### config.mk
export PLATFORM = sky130hd
export DESIGN_NAME = fifo_port_ctrl
export DESIGN_NICKNAME = d
export VERILOG_FILES = /design/src/rtl/fifo_ctrl_pkg.sv /design/src/rtl/rr_arbiter.sv /design/src/rtl/fifo_port_ctrl.sv
export SDC_FILE = /design/constraint.sdc
export NUM_CORES = 1
export LEC_CHECK = 0
export ABC_AREA = 1
export CAP_MARGIN = 20
export CELL_PAD_IN_SITES_DETAIL_PLACEMENT = 0
export CELL_PAD_IN_SITES_GLOBAL_PLACEMENT = 1
export CORE_UTILIZATION = 35
export DETAILED_ROUTE_END_ITERATION = 12
export DONT_BUFFER_PORTS = 1
export PLACE_DENSITY_LB_ADDON = 0.1
export SYNTH_ARGS = -nofsm -noshare
export SYNTH_HDL_FRONTEND = slang
export SYNTH_SLANG_ARGS = --single-unit
### constraint.sdc
create_clock -name clk -period 6 [get_ports clk]
set_clock_uncertainty 0.1 [all_clocks]
set_input_delay 0.6 -clock clk [delete_from_list [all_inputs] [get_ports clk]]
set_output_delay 0.6 -clock clk [all_outputs]
set_load 0.02 [all_outputs]
### src/rtl/fifo_ctrl_pkg.sv
// Shared definitions for the FIFO port controller: FIFO fill-condition
// codes, read-side state encoding and a small round-robin helper.
package fifo_ctrl_pkg;

    localparam logic [1:0] COND_EMPTY = 2'b00;
    localparam logic [1:0] COND_PART  = 2'b10;
    localparam logic [1:0] COND_FULL  = 2'b11;

    // Number of WAIT cycles allowed for the read strobe before giving up
    localparam int RD_TIMEOUT = 2;

    localparam int BYTE_W = 8;

    typedef enum logic [1:0] {
        RD_IDLE,
        RD_WAIT,
        RD_HOLD,
        RD_SETTLE
    } rd_state_t;

    // Next channel index after idx, wrapping n-1 back to 0
    function automatic int wrapInc(input int idx, input int n);
        return (idx + 1) % n;
    endfunction

endpackage

### src/rtl/rr_arbiter.sv
// Round-robin arbiter: grants the first requester at or after the
// pointer and moves the pointer just past the winner on each grant.
module rr_arbiter
    import fifo_ctrl_pkg::*;
#(
    parameter int NREQ = 4,
    parameter int IDXW = $clog2(NREQ)
) (
    input  logic            clk,
    input  logic            rst,
    input  logic [NREQ-1:0] req_i,
    input  logic            enable_i,
    output logic [NREQ-1:0] grant_o,
    output logic [IDXW-1:0] grantIdx_o,
    output logic            grantValid_o
);

    logic [IDXW-1:0] ptr_q;
    logic [IDXW-1:0] ptr_d;

    // Scan requesters starting at the pointer and pick the first one found
    always_comb begin
        int              cand;
        logic [IDXW-1:0] candIdx;
        grant_o      = '0;
        grantIdx_o   = '0;
        grantValid_o = 1'b0;
        ptr_d        = ptr_q;
        cand         = 0;
        candIdx      = '0;
        if (enable_i) begin
            for (int k = 0; k < NREQ; k++) begin
                cand    = (int'(ptr_q) + k) % NREQ;
                candIdx = IDXW'(cand);
                if (!grantValid_o && req_i[candIdx]) begin
                    grantValid_o     = 1'b1;
                    grantIdx_o       = candIdx;
                    grant_o[candIdx] = 1'b1;
                    ptr_d            = IDXW'(wrapInc(cand, NREQ));
                end
            end
        end
    end

    // Pointer only advances when a grant was actually issued
    always_ff @(posedge clk or posedge rst) begin
        if (rst) begin
            ptr_q <= '0;
        end else begin
            ptr_q <= ptr_d;
        end
    end

endmodule

### src/rtl/fifo_port_ctrl.sv
// Shares a single-port byte FIFO between NREQ producers and one consumer.
// Writers are arbitrated round-robin; a small read FSM pulls bytes out and
// presents them on a valid/ready port while honouring the FIFO usage rules.
module fifo_port_ctrl
    import fifo_ctrl_pkg::*;
#(
    parameter int NREQ = 4
) (
    input  logic                   clk,
    input  logic                   rst,
    input  logic [NREQ-1:0]        s_valid_i,
    input  logic [NREQ*BYTE_W-1:0] s_data_i,
    output logic [NREQ-1:0]        s_ready_o,
    output logic                   m_valid_o,
    output logic [BYTE_W-1:0]      m_data_o,
    input  logic                   m_ready_i,
    output logic                   fifo_write_o,
    output logic [BYTE_W-1:0]      fifo_din_o,
    output logic                   fifo_read_o,
    input  logic [BYTE_W-1:0]      fifo_dout_i,
    input  logic                   fifo_read_stb_i,
    input  logic [1:0]             fifo_condition_i
);

    localparam int IDXW = $clog2(NREQ);

    rd_state_t         rdState_q;
    rd_state_t         rdState_d;
    logic [1:0]        waitCnt_q;
    logic [1:0]        waitCnt_d;
    logic              fifoWrite_q;
    logic              fifoWrite_d;
    logic [BYTE_W-1:0] fifoDin_q;
    logic [BYTE_W-1:0] fifoDin_d;
    logic              fifoRead_q;
    logic              fifoRead_d;
    logic              mValid_q;
    logic              mValid_d;
    logic [BYTE_W-1:0] mData_q;
    logic [BYTE_W-1:0] mData_d;

    logic              writeEligible;
    logic [IDXW-1:0]   grantIdx;
    logic              grantValid;

    // A write may be granted only when not full, not right after a write,
    // not while a read strobe may land, and never while reset is held
    always_comb begin
        writeEligible = (fifo_condition_i != COND_FULL) && !fifoWrite_q &&
                        (rdState_q != RD_WAIT) && !rst;
    end

    rr_arbiter #(
        .NREQ (NREQ),
        .IDXW (IDXW)
    ) u_arb (
        .clk          (clk),
        .rst          (rst),
        .req_i        (s_valid_i),
        .enable_i     (writeEligible),
        .grant_o      (s_ready_o),
        .grantIdx_o   (grantIdx),
        .grantValid_o (grantValid)
    );

    // Select the granted producer's byte for the registered FIFO write port
    always_comb begin
        fifoWrite_d = grantValid;
        fifoDin_d   = fifoDin_q;
        for (int c = 0; c < NREQ; c++) begin
            if (grantValid && (grantIdx == IDXW'(c))) begin
                fifoDin_d = s_data_i[c*BYTE_W +: BYTE_W];
            end
        end
    end

    // Read FSM next state: issue, wait for strobe, hold for consumer, settle
    always_comb begin
        rdState_d = rdState_q;
        unique case (rdState_q)
            RD_IDLE: begin
                if ((fifo_condition_i != COND_EMPTY) && !mValid_q) begin
                    rdState_d = RD_WAIT;
                end
            end
            RD_WAIT: begin
                if (fifo_read_stb_i) begin
                    rdState_d = RD_HOLD;
                end else if (waitCnt_q == 2'(RD_TIMEOUT - 1)) begin
                    rdState_d = RD_IDLE;
                end
            end
            RD_HOLD: begin
                if (mValid_q && m_ready_i) begin
                    rdState_d = RD_SETTLE;
                end
            end
            RD_SETTLE: begin
                rdState_d = RD_IDLE;
            end
        endcase
    end

    // Read FSM outputs: read pulse, strobe timeout count and consumer byte
    always_comb begin
        fifoRead_d = 1'b0;
        waitCnt_d  = waitCnt_q;
        mValid_d   = mValid_q;
        mData_d    = mData_q;
        unique case (rdState_q)
            RD_IDLE: begin
                if ((fifo_condition_i != COND_EMPTY) && !mValid_q) begin
                    fifoRead_d = 1'b1;
                    waitCnt_d  = 2'd0;
                end
            end
            RD_WAIT: begin
                if (fifo_read_stb_i) begin
                    mValid_d = 1'b1;
                    mData_d  = fifo_dout_i;
                end else begin
                    waitCnt_d = waitCnt_q + 2'd1;
                end
            end
            RD_HOLD: begin
                if (mValid_q && m_ready_i) begin
                    mValid_d = 1'b0;
                end
            end
            RD_SETTLE: begin
                mValid_d = mValid_q;
            end
        endcase
    end

    // State and registered outputs; reset discards any byte in flight
    always_ff @(posedge clk or posedge rst) begin
        if (rst) begin
            rdState_q   <= RD_IDLE;
            waitCnt_q   <= 2'd0;
            fifoWrite_q <= 1'b0;
            fifoDin_q   <= '0;
            fifoRead_q  <= 1'b0;
            mValid_q    <= 1'b0;
            mData_q     <= '0;
        end else begin
            rdState_q   <= rdState_d;
            waitCnt_q   <= waitCnt_d;
            fifoWrite_q <= fifoWrite_d;
            fifoDin_q   <= fifoDin_d;
            fifoRead_q  <= fifoRead_d;
            mValid_q    <= mValid_d;
            mData_q     <= mData_d;
        end
    end

    assign fifo_write_o = fifoWrite_q;
    assign fifo_din_o   = fifoDin_q;
    assign fifo_read_o  = fifoRead_q;
    assign m_valid_o    = mValid_q;
    assign m_data_o     = mData_q;

endmodule

# [After elaboration in Yosys (flattened, before gate mapping)]
# Cells that the tools add are included.
[word_totals] reg_bits=25 inputBits=50 out_inout_bits=23 word_cells=132
[op_classes] n_addsub=7 magnitude_cmp=8 eq_ne=14 muxes=58 bitwise=3 reduce_logical=34
[op_table] cell="$mux 4" count=8
[op_table] cell="$mux 8" count=4
[op_table] cell="$mux 2" count=15
[op_table] cell="$mux 1" count=20
[op_table] cell="$logic_and 1x1->1" count=16
[op_table] cell="$lt 2x3->1 const B" count=4
[op_table] cell="$or 4x4->4" count=3
[op_table] cell="$add 2x2->2 const B" count=5
[op_table] cell="$ne 2x2->1 const B" count=5
[op_table] cell="$reduce_and 3->1" count=3
[op_table] cell="$bmux 1 s2" count=4
[op_table] cell="$demux 1 s2" count=4
[op_table] cell="$eq 2x2->1 const B" count=4
[op_table] cell="$ge 2x1->1 const B" count=4
[op_table] cell="$pmux 2 s4" count=1
[op_table] cell="$reduce_bool 4->1" count=2
[op_table] cell="$eq 2x1->1 const B" count=3
[op_table] cell="$logic_not 1->1" count=6
[op_table] cell="$reduce_bool 2->1" count=3
[op_table] cell="$add 2x1->2 const B" count=2
[op_table] cell="$logic_not 2->1" count=2
[op_table] cell="$pmux 2 s2" count=1
[op_table] cell="$reduce_and 2->1" count=2
[op_table] cell="$ne 3x3->1 const B" count=1
[op_table] cell="other kinds (2)" count=2

# [Depth between registers and ports, before layout]
# Gate-level depths: netlist of the first run.
[logic_depth] ltp_word=23 mapped_depth=17 ltp_nobuf=17

# [Cells and area by module]
# A second synthesis of the first run with hierarchy kept.
[hier_totals] cells_unflattened=308 hier_area_um2=1993.2
[by_module_without_submodules] mod="fifo_port_ctrl" n_inst=1 cells_per_inst=193 area_per_inst_um2=1313.8 seq_area_each_um2=575.6
[by_module_without_submodules] mod="rr_arbiter" n_inst=1 cells_per_inst=115 area_per_inst_um2=679.4 seq_area_each_um2=50.0

# [Worst setup path before layout of the first run]
# Ideal clock, no wire load.
[synth_path] kind="input to output" start="input port rst" end="output port s_ready_o[2]" arrival_time_ps=2544 required_ps=5300 setup_slack_ps=2756 path_stages=5 n_path_buf=1 path_cell_list="inv_1 nand2_1 nor3_2 clkbuf_1 a21boi_0"
[synth_between] elab_chain_len=3
[synth_rtl] element="from (decl)" line_no="fifo_port_ctrl.sv:10" rtl="input logic rst,"
[synth_rtl] element="$logic_not 1->1 (no source line)"
[synth_rtl] element="$logic_and 1x1->1" line_no="fifo_port_ctrl.sv:50" rtl="(rdState_q != RD_WAIT) && !rst;"
[synth_rtl] element="$mux 4" line_no="rr_arbiter.sv:31" rtl="if (enable_i) begin"
[synth_rtl] element="to (decl)" line_no="fifo_port_ctrl.sv:13" rtl="output logic [NREQ-1:0] s_ready_o,"
# Every way passes these cells.

# [Worst setup path in the final report of the first run]
[layout_path] start="register u_arb.ptr_q[0]" end="output port s_ready_o[2]"
[layout_between] elab_chain_len=16 word_cells_on_any_way=54 classes_between="add/sub: 3; order compare: 8; mux: 30; bitwise: 3; reduce/logical: 10"
[layout_rtl] element="from (decl)" line_no="rr_arbiter.sv:18" rtl="logic [IDXW-1:0] ptr_q;"
[layout_rtl] element="from (signal assigned)" line_no="rr_arbiter.sv:50" rtl="ptr_q <= ptr_d;"
[layout_rtl] element="branches (longest 14 deep; another with $lt 2x3->1)"
[layout_rtl] element="$mux 4 *" line_no="rr_arbiter.sv:35" rtl="if (!grantValid_o && req_i[candIdx]) begin"
[layout_rtl] element="$mux 4 *" line_no="rr_arbiter.sv:31"
# Every way passes the cells marked *. The select of a mux whose other input is x is not followed.

==> impl_metrics.toml, run 1 <==
[run_status]
status = "finished, final reports clean"

[route]
vias = 1647
drt_iter0_drc = 46
drtPass1Iterations = 4
wl_per_cell_um = 13.0
drc_errors = 0
finalWirelength_um = 4370
ant_nets = 0
via_per_inst = 4.92

[timing]
report.final.hold_viol_count = 0
worst_pin_slew_ns = 0.656
slew_violations = 0
fin_crit_ns = 3.53
fmax_mhz = 283
post-route-period-util_pct = 58.9
setup_tns_ns = 0
setup_viol = 0
timing.slew.headroom_pct = 55.9
rsz0062_at_grt = "no"

[floorplanning]
rows = 26
fp.dieArea_um2 = 5730
dieHeight_um = 75.7
die_w_um = 75.7
initial_utilization_pct = 36.7
core_area_um2 = 5170
io_pins = 73

[synth]
synth_cell_type_count = 33
ys_ff_latch = 25
syn-cell-area_um2 = 1900
ys_warn_count = 0
ys_seq_area_share_pct = 32.9
syn_avg_cell_area_um2 = 7.25
syn_inst = 262
syn_nets = 321

[setup_path]
cp-end-kind = "output port"
crit_chain = "inv_2 -> ha_1 -> inv_1 -> nand3_1 -> nand2_2 -> inv_2 -> nor2_4 -> nand2_1 -> o22ai_1 -> a21oi_1 -> a21boi_0"
max_stage_delay_ns = 0.57
required_ns = 5.30
startpoint_type = "flip-flop"
worstSetupPathType = "flip-flop to output port"
reg2reg_slack_ns = 3.11
worst_path_max_delay_cell = "dfrtp_1"
critical_path.top_delay_family = "compound AO/OA/AOI/OAI gates"
worstPathMaxFanout = 11
cp_common_cell = "inv_2"
crit_buf_inv = 3
crit_arrival_ns = 2.83

[cells_and_area]
fin_util_pct = 39.3
fillerInstances = 554
areaGrowthSynthToFinish_pct = 6.98
layout_commonest_cell = "nand2_1"
n_antenna_cell = 0
stdcell_area_um2 = 2030
drive_gt1_share_pct = 13.2
final_cell_mix = "nand2_1 (74), inv_1 (48), dfrtp_1 (25), a21oi_1 (21), nand3_1 (17)"
fin_nets = 325

[global_routing]
first_global_vias = 1439
grt_usage_pct = 15.0
gr-total-overflow = 0
antenna_found_initial = 0
grt_pass1_wl_um = 6550
grt_max_degree = 27

[placement]
postPlaceCellArea_um2 = 1980
portBuffers = 0
gp_congestion = 0.790
dp_hpwl_um = 3460

[worst_hold_path]
min_path_type = "primary input to asynchronous set/reset pin"

[cts]
cts_buffer_depth = 2
cts-resized-gates = 0
post-cts-setup-buffers = 0
htreeDepth = 1
cts.clk_slew.worst_paths_ns = 0.09
clock-sinks = 25
clk_latency_ns = 0.26
root_buffer = "clkbuf_8"
cts_buffers = 3
cts_tree = "yes"
hold_buffers = 0

[power_and_ir_drop]
ir_drop_v = 0.000201
powerDensity_nw_per_um2 = 497
p_leak_nw = 1.18
p_total_mw = 1.01

[job]
drv_cap = 0
[state kept, by name (all words and copies together), names as in the netlist, named ones only]
signal / count
fifo_din_o: 8
fifo_read_o: 1
fifo_write_o: 1
m_data_o: 8
m_valid_o: 1
rdState_q: 1
u_arb.ptr_q: 2
waitCnt_q: 2
[worst reg2reg max path, stage by stage, from the launching register on]
cell and delay (ns):
dfrtp_1 0.57, inv_2 0.19, ha_1 0.39, inv_1 0.14, nand3_1 0.11, nand2_2 0.10
inv_2 0.07, nor2_4 0.14, nand4_1 0.15, nand2_1 0.29, nand3_2 0.21, nand2_1 0.10
nand3_1 0.08, nand2_1 0.08, nand2_1 0.07, nand2_1 0.06
[cell usage after synthesis (all sizes together)]
cell | number | area share [%]
a21boi | 1 | 0.40
a21oi | 21 | 5.5
a221oi | 1 | 0.46
a22oi | 1 | 0.40
a31oi | 1 | 0.33
buf | 1 | 0.59
clkbuf | 2 | 0.40
dfrtp | 25 | 33
ha | 9 | 5.9
inv | 52 | 10
mux2 | 8 | 4.7
mux2i | 1 | 0.53
nand2 | 84 | 19
nand3 | 19 | 5.5
nand4 | 11 | 4.4
nor2 | 9 | 3.0
nor3 | 2 | 0.79
o21ai | 5 | 1.3
o21bai | 1 | 0.40
o221ai | 3 | 1.4
o22ai | 3 | 0.99
or2 | 1 | 0.33
xor2 | 1 | 0.46
[metal layers]
layer / track usage, % / share of wire [%] / vias up
met5: 0 / 0 / -
met1: 20.5 / 48 / 739
li1: - / - / 853
met4: 4.32 / 0 / 0
met3: 3.70 / 7.2 / 0
met2: 23.3 / 44 / 55
[report_power, final]
group / switching, mW / total, mW / internal, mW
clock network: 0.0522 / 0.0992 / 0.0469
logic: 0.432 / 0.624 / 0.192
registers: 0.0802 / 0.286 / 0.206
[final cells by class]
type	count	area, µm²	area share [%]
Clock buffer	3	41.3	2.03
Clock inverter	1	7.51	0.369
Inverter	52	198	9.73
Multi-Input combinational cell	182	1060	52.0
Sequential cell	25	626	30.8
Tap cell	70	87.6	4.31
Timing Repair Buffer	2	15.0	0.739
[logic make-up (layout without fill, tap and decap cells)]
group / count (synthesis) / after routing / synth area share (%)
xor gates and xnor gates: 1 / 1 / 0.461
and+or+nand+nor: 126 / 126 / 32.8
buffers and inverters: 55 / 58 / 11.4
AOI/OAI and AO/OA: 37 / 37 / 11.2
adders and majority gates: 9 / 9 / 5.93
DFF: 25 / 25 / 32.9
muxes: 9 / 9 / 5.27
[metrics by stage]
stage          setup slack, ns  hold WS [ns]  instances
3_3_place_gp              2.80         0.372        331
4_1_cts                   2.45         0.175        335
2_1_floorplan             2.76         0.357        262
5_1_grt                   2.20         0.201        335
3_5_place_dp              2.76         0.380        331
6_report                  2.47         0.170        335
[path summary, 6_finish.rpt]
| kind | cells after the start | endpoint | start |
|---|---|---|---|
| max | 11 | s_ready_o[2] | u_arb.ptr_q[0] |
| min | 2 | fifo_din_o[3] | rst |
| max reg2reg | 15 | fifo_din_o[0] | u_arb.ptr_q[0] |
| min reg2reg | 1 | waitCnt_q[0] | waitCnt_q[0] |
| max in group asynchronous | 2 | u_arb.ptr_q[0] | rst |
| min in group clk | 1 | m_data_o[4] | fifo_dout_i[4] |
Note: power is estimated with default switching activity, not from simulation.
==> run 2, diff against run 1 <==
==> constraint.sdc (replaced) <==
create_clock -name clk -period 3.1 [get_ports clk]
set_clock_uncertainty 0.1 [all_clocks]
set_input_delay 0.31 -clock clk [delete_from_list [all_inputs] [get_ports clk]]
set_output_delay 0.31 -clock clk [all_outputs]
set_load 0.02 [all_outputs]
==> impl_metrics.toml, run 2 (same netlist as run 1, synthesis figures left out) <==
[power_and_ir_drop]
powerDensity_nw_per_um2 = 964
ir_drop_v = 0.000362
p_total_mw = 2.00
p_leak_nw = 1.20

[cts]
htreeDepth = 1
cts.clk_slew.worst_paths_ns = 0.09
cts_tree = "yes"
cts_buffer_depth = 2
root_buffer = "clkbuf_8"
clock-sinks = 25
cts_buffers = 3
clk_latency_ns = 0.26

[floorplanning]
initial_utilization_pct = 36.7
fp.dieArea_um2 = 5730
die_w_um = 75.7
core_area_um2 = 5170
dieHeight_um = 75.7
rows = 26
io_pins = 73

[route]
drc_errors = 0
finalWirelength_um = 4380
wl_met3_um = 325
top_layer = "met4"
vias = 1647
wl_met1_um = 2170
wl_per_cell_um = 12.8
ant_nets = 0
via_per_inst = 4.83
dr_wl_met2_um = 1820
drt_iter0_drc = 60
drtPass1Iterations = 4

[placement]
gp_congestion = 0.818
dp_cells = 336
dp_hpwl_um = 3550
portBuffers = 0
pre_cts_slack_ns = 0.455

[setup_path]
crit_buf_inv = 4
critical_path.top_delay_family = "simple AND/OR/NAND/NOR gates"
cp-end-kind = "output port"
worst_path_max_delay_cell = "dfrtp_2"
worstSetupPathType = "flip-flop to output port"
crit_chain = "inv_2 -> ha_1 -> inv_1 -> nand3_1 -> nand2_2 -> inv_2 -> nor2_4 -> nand2_1 -> o22ai_1 -> a21oi_1 -> a21boi_0 -> buf_4"
cp_common_cell = "inv_2"
startpoint_type = "flip-flop"
worstReg2RegStart = "u_arb.ptr_q[0]"
cp-startpoint = "u_arb.ptr_q[0]"
required_ns = 2.69
worstPathMaxFanout = 11
crit_arrival_ns = 2.43
max_stage_delay_ns = 0.49

[timing]
rsz0062_at_grt = "no"
report.final.hold_viol_count = 0
timing.slew.headroom_pct = 67.8
slew_violations = 0
setup_tns_ns = 0
hold_slack_ns = 0.0885
worst_pin_slew_ns = 0.480
fmax_mhz = 352
post-route-period-util_pct = 91.6
timing.final.ws_setup_ns = 0.261
setup_viol = 0
fin_crit_ns = 2.84

[cells_and_area]
areaGrowthSynthToFinish_pct = 9.55
fin_nets = 331
drive_gt1_share_pct = 15.1
n_antenna_cell = 0
final_cell_mix = "nand2_1 (74), inv_1 (48), dfrtp_1 (24), a21oi_1 (21), nand3_1 (17)"
instances_no_fill = 341
layout_commonest_cell = "nand2_1"

[global_routing]
grt_max_degree = 26
grt_pass1_wl_um = 6790
grt_usage_pct = 15.8
gr-total-overflow = 0
antenna_found_initial = 0
first_global_vias = 1489

[run_status]
status = "finished, final reports clean"

[worst_hold_path]
min-delay-start = "fifo_dout_i[1]"
min_path_type = "primary input to flip-flop"

[job]
drv_cap = 0
[run 2: cell types whose count changed in the layout (fill, tap and decap cells not counted), sizes merged]
cell,before,now
buf,2,7
dlygate4sd3,0,1
[run 2: worst paths after layout]
check                                  to  slack, ns  cells after the start
hold / removal                m_data_o[1]       0.09                      1
hold reg to reg              waitCnt_q[0]       0.40                      1
min in group asynchronous   fifo_din_o[7]       0.49                      3
setup / recovery             s_ready_o[2]       0.26                     12
setup reg to reg            fifo_din_o[3]       0.54                     15
max in group asynchronous  u_arb.ptr_q[0]       2.14                      3
[run 2: report_power, final]
part	internal, mW	total (mW)	switching, mW	leakage [nW]
Clock	0.0909	0.197	0.106	0.0217
Sequential	0.401	0.544	0.143	0.319
Combinational	0.411	1.26	0.853	0.862
Total	0.903	2.00	1.10	1.20
[run 2: what timing repair did]
action | in CTS | in global routing
hold buffers | 1 | 0
buffers inserted | 0 | 0
endpoints found under the hold margin | 25 | 0
endpoints found under the setup margin | 0 | 2
gates resized for setup | 0 | 1
[run 2: area by class of cell]
class	instances	area [µm²]
fill	541	3090
timing repair buffer	8	62.6
sequential	25	627
clock inverter	1	7.51
inverter	52	198
tap	70	87.6
multi-input combinational	182	1060
clock buffer	3	41.3
[run 2: worst reg2reg max path: cells and delay by family (launching register included)]
| family | cells | cell delay, ns |
|---|---|---|
| simple gates | 11 | 1.30 |
| fa+ha+maj | 1 | 0.35 |
| buf+inv | 3 | 0.26 |
| flops | 1 | 0.49 |
[run 2: routing by layer]
| metal | GRT usage, % | vias up |
|---|---|---|
| met2 | 22.1 | 68 |
| met5 | 0 | - |
| li1 | - | 862 |
| met4 | 4.73 | 0 |
| met3 | 3.97 | 4 |
| met1 | 23.6 | 713 |
[run 2: metrics by stage]
step                cell area, µm²  util (%)
CTS                           2080      40.2
global route                  2080      40.2
global placement              2020      39.1
floorplan                     1900         -
finish                        2080      40.2
detailed placement            2020      39.1
==> run 3, diff against run 2 <==
==> constraint.sdc (replaced) <==
create_clock -name clk -period 3.1 [get_ports clk]
set_clock_uncertainty 0.1 [all_clocks]
set_input_delay 0.155 -clock clk [delete_from_list [all_inputs] [get_ports clk]]
set_output_delay 0.155 -clock clk [all_outputs]
set_load 0.02 [all_outputs]
==> impl_metrics.toml, run 3 (same netlist as run 1, synthesis figures left out) <==
[route]
drtPass1Iterations = 4
drt_iter0_drc = 86
finalWirelength_um = 4530
wl_per_cell_um = 12.9
drc_errors = 0
ant_nets = 0
vias = 1702
via_per_inst = 4.85

[cells_and_area]
final_cell_mix = "nand2_1 (74), inv_1 (48), dfrtp_1 (25), a21oi_1 (21), nand3_1 (17)"
final-seq-area_um2 = 626
fin_util_pct = 42.1
fin_nets = 341
n_antenna_cell = 0
areaGrowthSynthToFinish_pct = 14.8
drive_gt1_share_pct = 14.2
fillerInstances = 540
layout_commonest_cell = "nand2_1"
multiInputGateArea_um2 = 1060

[global_routing]
first_global_vias = 1600
gr-total-overflow = 0
antenna_found_initial = 0
grt_usage_pct = 16.2
grt_max_degree = 26
grt_pass1_wl_um = 7100

[cts]
cts_buffers = 3
clock-sinks = 25
cts_tree = "yes"
cts_buffer_depth = 2
post-cts-setup-buffers = 0
clk_latency_ns = 0.26
root_buffer = "clkbuf_8"
htreeDepth = 1
cts.clk_slew.worst_paths_ns = 0.09

[setup_path]
startpoint_type = "flip-flop"
crit_arrival_ns = 2.38
crit_buf_inv = 4
crit_chain = "inv_2 -> ha_1 -> inv_1 -> nand3_1 -> nand2_2 -> inv_2 -> nor2_4 -> nand2_1 -> o22ai_1 -> a21oi_1 -> o21ai_0 -> nand2_1 -> inv_1"
worst_path_max_delay_cell = "dfrtp_1"
cp-end-kind = "output port"
worstPathMaxFanout = 11
worstReg2RegStart = "u_arb.ptr_q[0]"
required_ns = 2.84
cp-startpoint = "u_arb.ptr_q[0]"
worstSetupPathType = "flip-flop to output port"
max_stage_delay_ns = 0.40
critical_path.top_delay_family = "simple AND/OR/NAND/NOR gates"

[timing]
setup_viol = 0
slew_violations = 0
timing.slew.headroom_pct = 74.1
post-route-period-util_pct = 85.1
report.final.hold_viol_count = 1
worst_pin_slew_ns = 0.387
hold_slack_ns = -0.00186
fin_crit_ns = 2.64
setup_tns_ns = 0
fmax_mhz = 379
rsz0062_at_grt = "no"

[floorplanning]
rows = 26
die_w_um = 75.7
core_area_um2 = 5170
io_pins = 73
fp.dieArea_um2 = 5730
initial_utilization_pct = 36.7
dieHeight_um = 75.7

[worst_hold_path]
min-delay-start = "s_data_i[30]"
min_path_type = "primary input to flip-flop"

[run_status]
violations = "hold timing"
status = "complete, but fails checks"

[power_and_ir_drop]
p_clk_share_pct = 9.8
powerDensity_nw_per_um2 = 930
pwr-share-seq_pct = 25.9
intPower_mw = 0.910
p_leak_nw = 1.25
swShare_pct = 55.1
combPwrFrac_pct = 64.3
ir_drop_v = 0.000382
switching_power_mw = 1.12

[job]
drv_cap = 0

[placement]
gp_congestion = 0.836
dp_hpwl_um = 3630
portBuffers = 0
[run 3: layer usage]
| metal | global-route usage [%] | part of all wire (%) | vias to the layer above |
|---|---|---|---|
| met1 | 22.5 | 48 | 758 |
| met2 | 25.4 | 44 | 61 |
| li1 | - | - | 881 |
| met5 | 0 | 0 | - |
| met4 | 4.32 | 0.60 | 0 |
| met3 | 3.57 | 7.9 | 2 |
[run 3: layout make-up]
cell class	instances	area share, %
Sequential cell	25	28.7
Clock buffer	3	1.89
Inverter	52	9.07
Multi-Input combinational cell	182	48.5
Tap cell	70	4.02
Clock inverter	1	0.344
Timing Repair Buffer	18	7.46
[run 3: power by group through the flow]
stage	sequential, mW	combinational (mW)	clock [mW]
finish	0.525	1.30	0.198
global route	0.538	1.48	0.218
CTS	0.528	1.30	0.203
detailed placement	0.533	1.29	0
global placement	0.529	1.31	0
floorplan	0.534	0.994	0
[run 3: worst paths after layout]
| kind | end | slack, ns | cells past startpoint |
|---|---|---|---|
| worst max register to register | fifo_din_o[4] | 0.52 | 16 |
| worst min-delay path | fifo_din_o[6] | -0.002 | 4 |
| worst min register to register | waitCnt_q[0] | 0.40 | 1 |
| max in group asynchronous | m_valid_o | 2.33 | 3 |
| min in group asynchronous | fifo_din_o[2] | 0.33 | 3 |
| worst max-delay path | s_ready_o[0] | 0.46 | 13 |
[run 3: worst min-delay path: cells and delay by family]
| family | cells | cell delay, ns |
|---|---|---|
| AO/OA/AOI/OAI | 1 | 0.05 |
| AND/OR/NAND/NOR | 2 | 0.10 |
| buffers and inverters | 1 | 0.03 |
[run 3: per-stage QoR]
stage / instances / worst slack, ns / total power [mW] / cell area, µm² / hold slack, ns
5_1_grt: 351 / 0.238 / 2.23 / 2180 / 0.00948
4_1_cts: 351 / 0.457 / 2.04 / 2180 / 0.00188
3_3_place_gp: 336 / 0.616 / 1.84 / 2020 / 0.0624
3_5_place_dp: 336 / 0.544 / 1.82 / 2020 / 0.0655
6_report: 351 / 0.462 / 2.03 / 2180 / -0.00186
2_1_floorplan: 262 / 0.599 / 1.53 / 1900 / 0.0908
[run 3: repair_timing]
action / 4_1_cts / 5_1_grt
hold endpoints to repair: 35 / 0
hold buffers: 11 / 0
resized for setup: 0 / 0
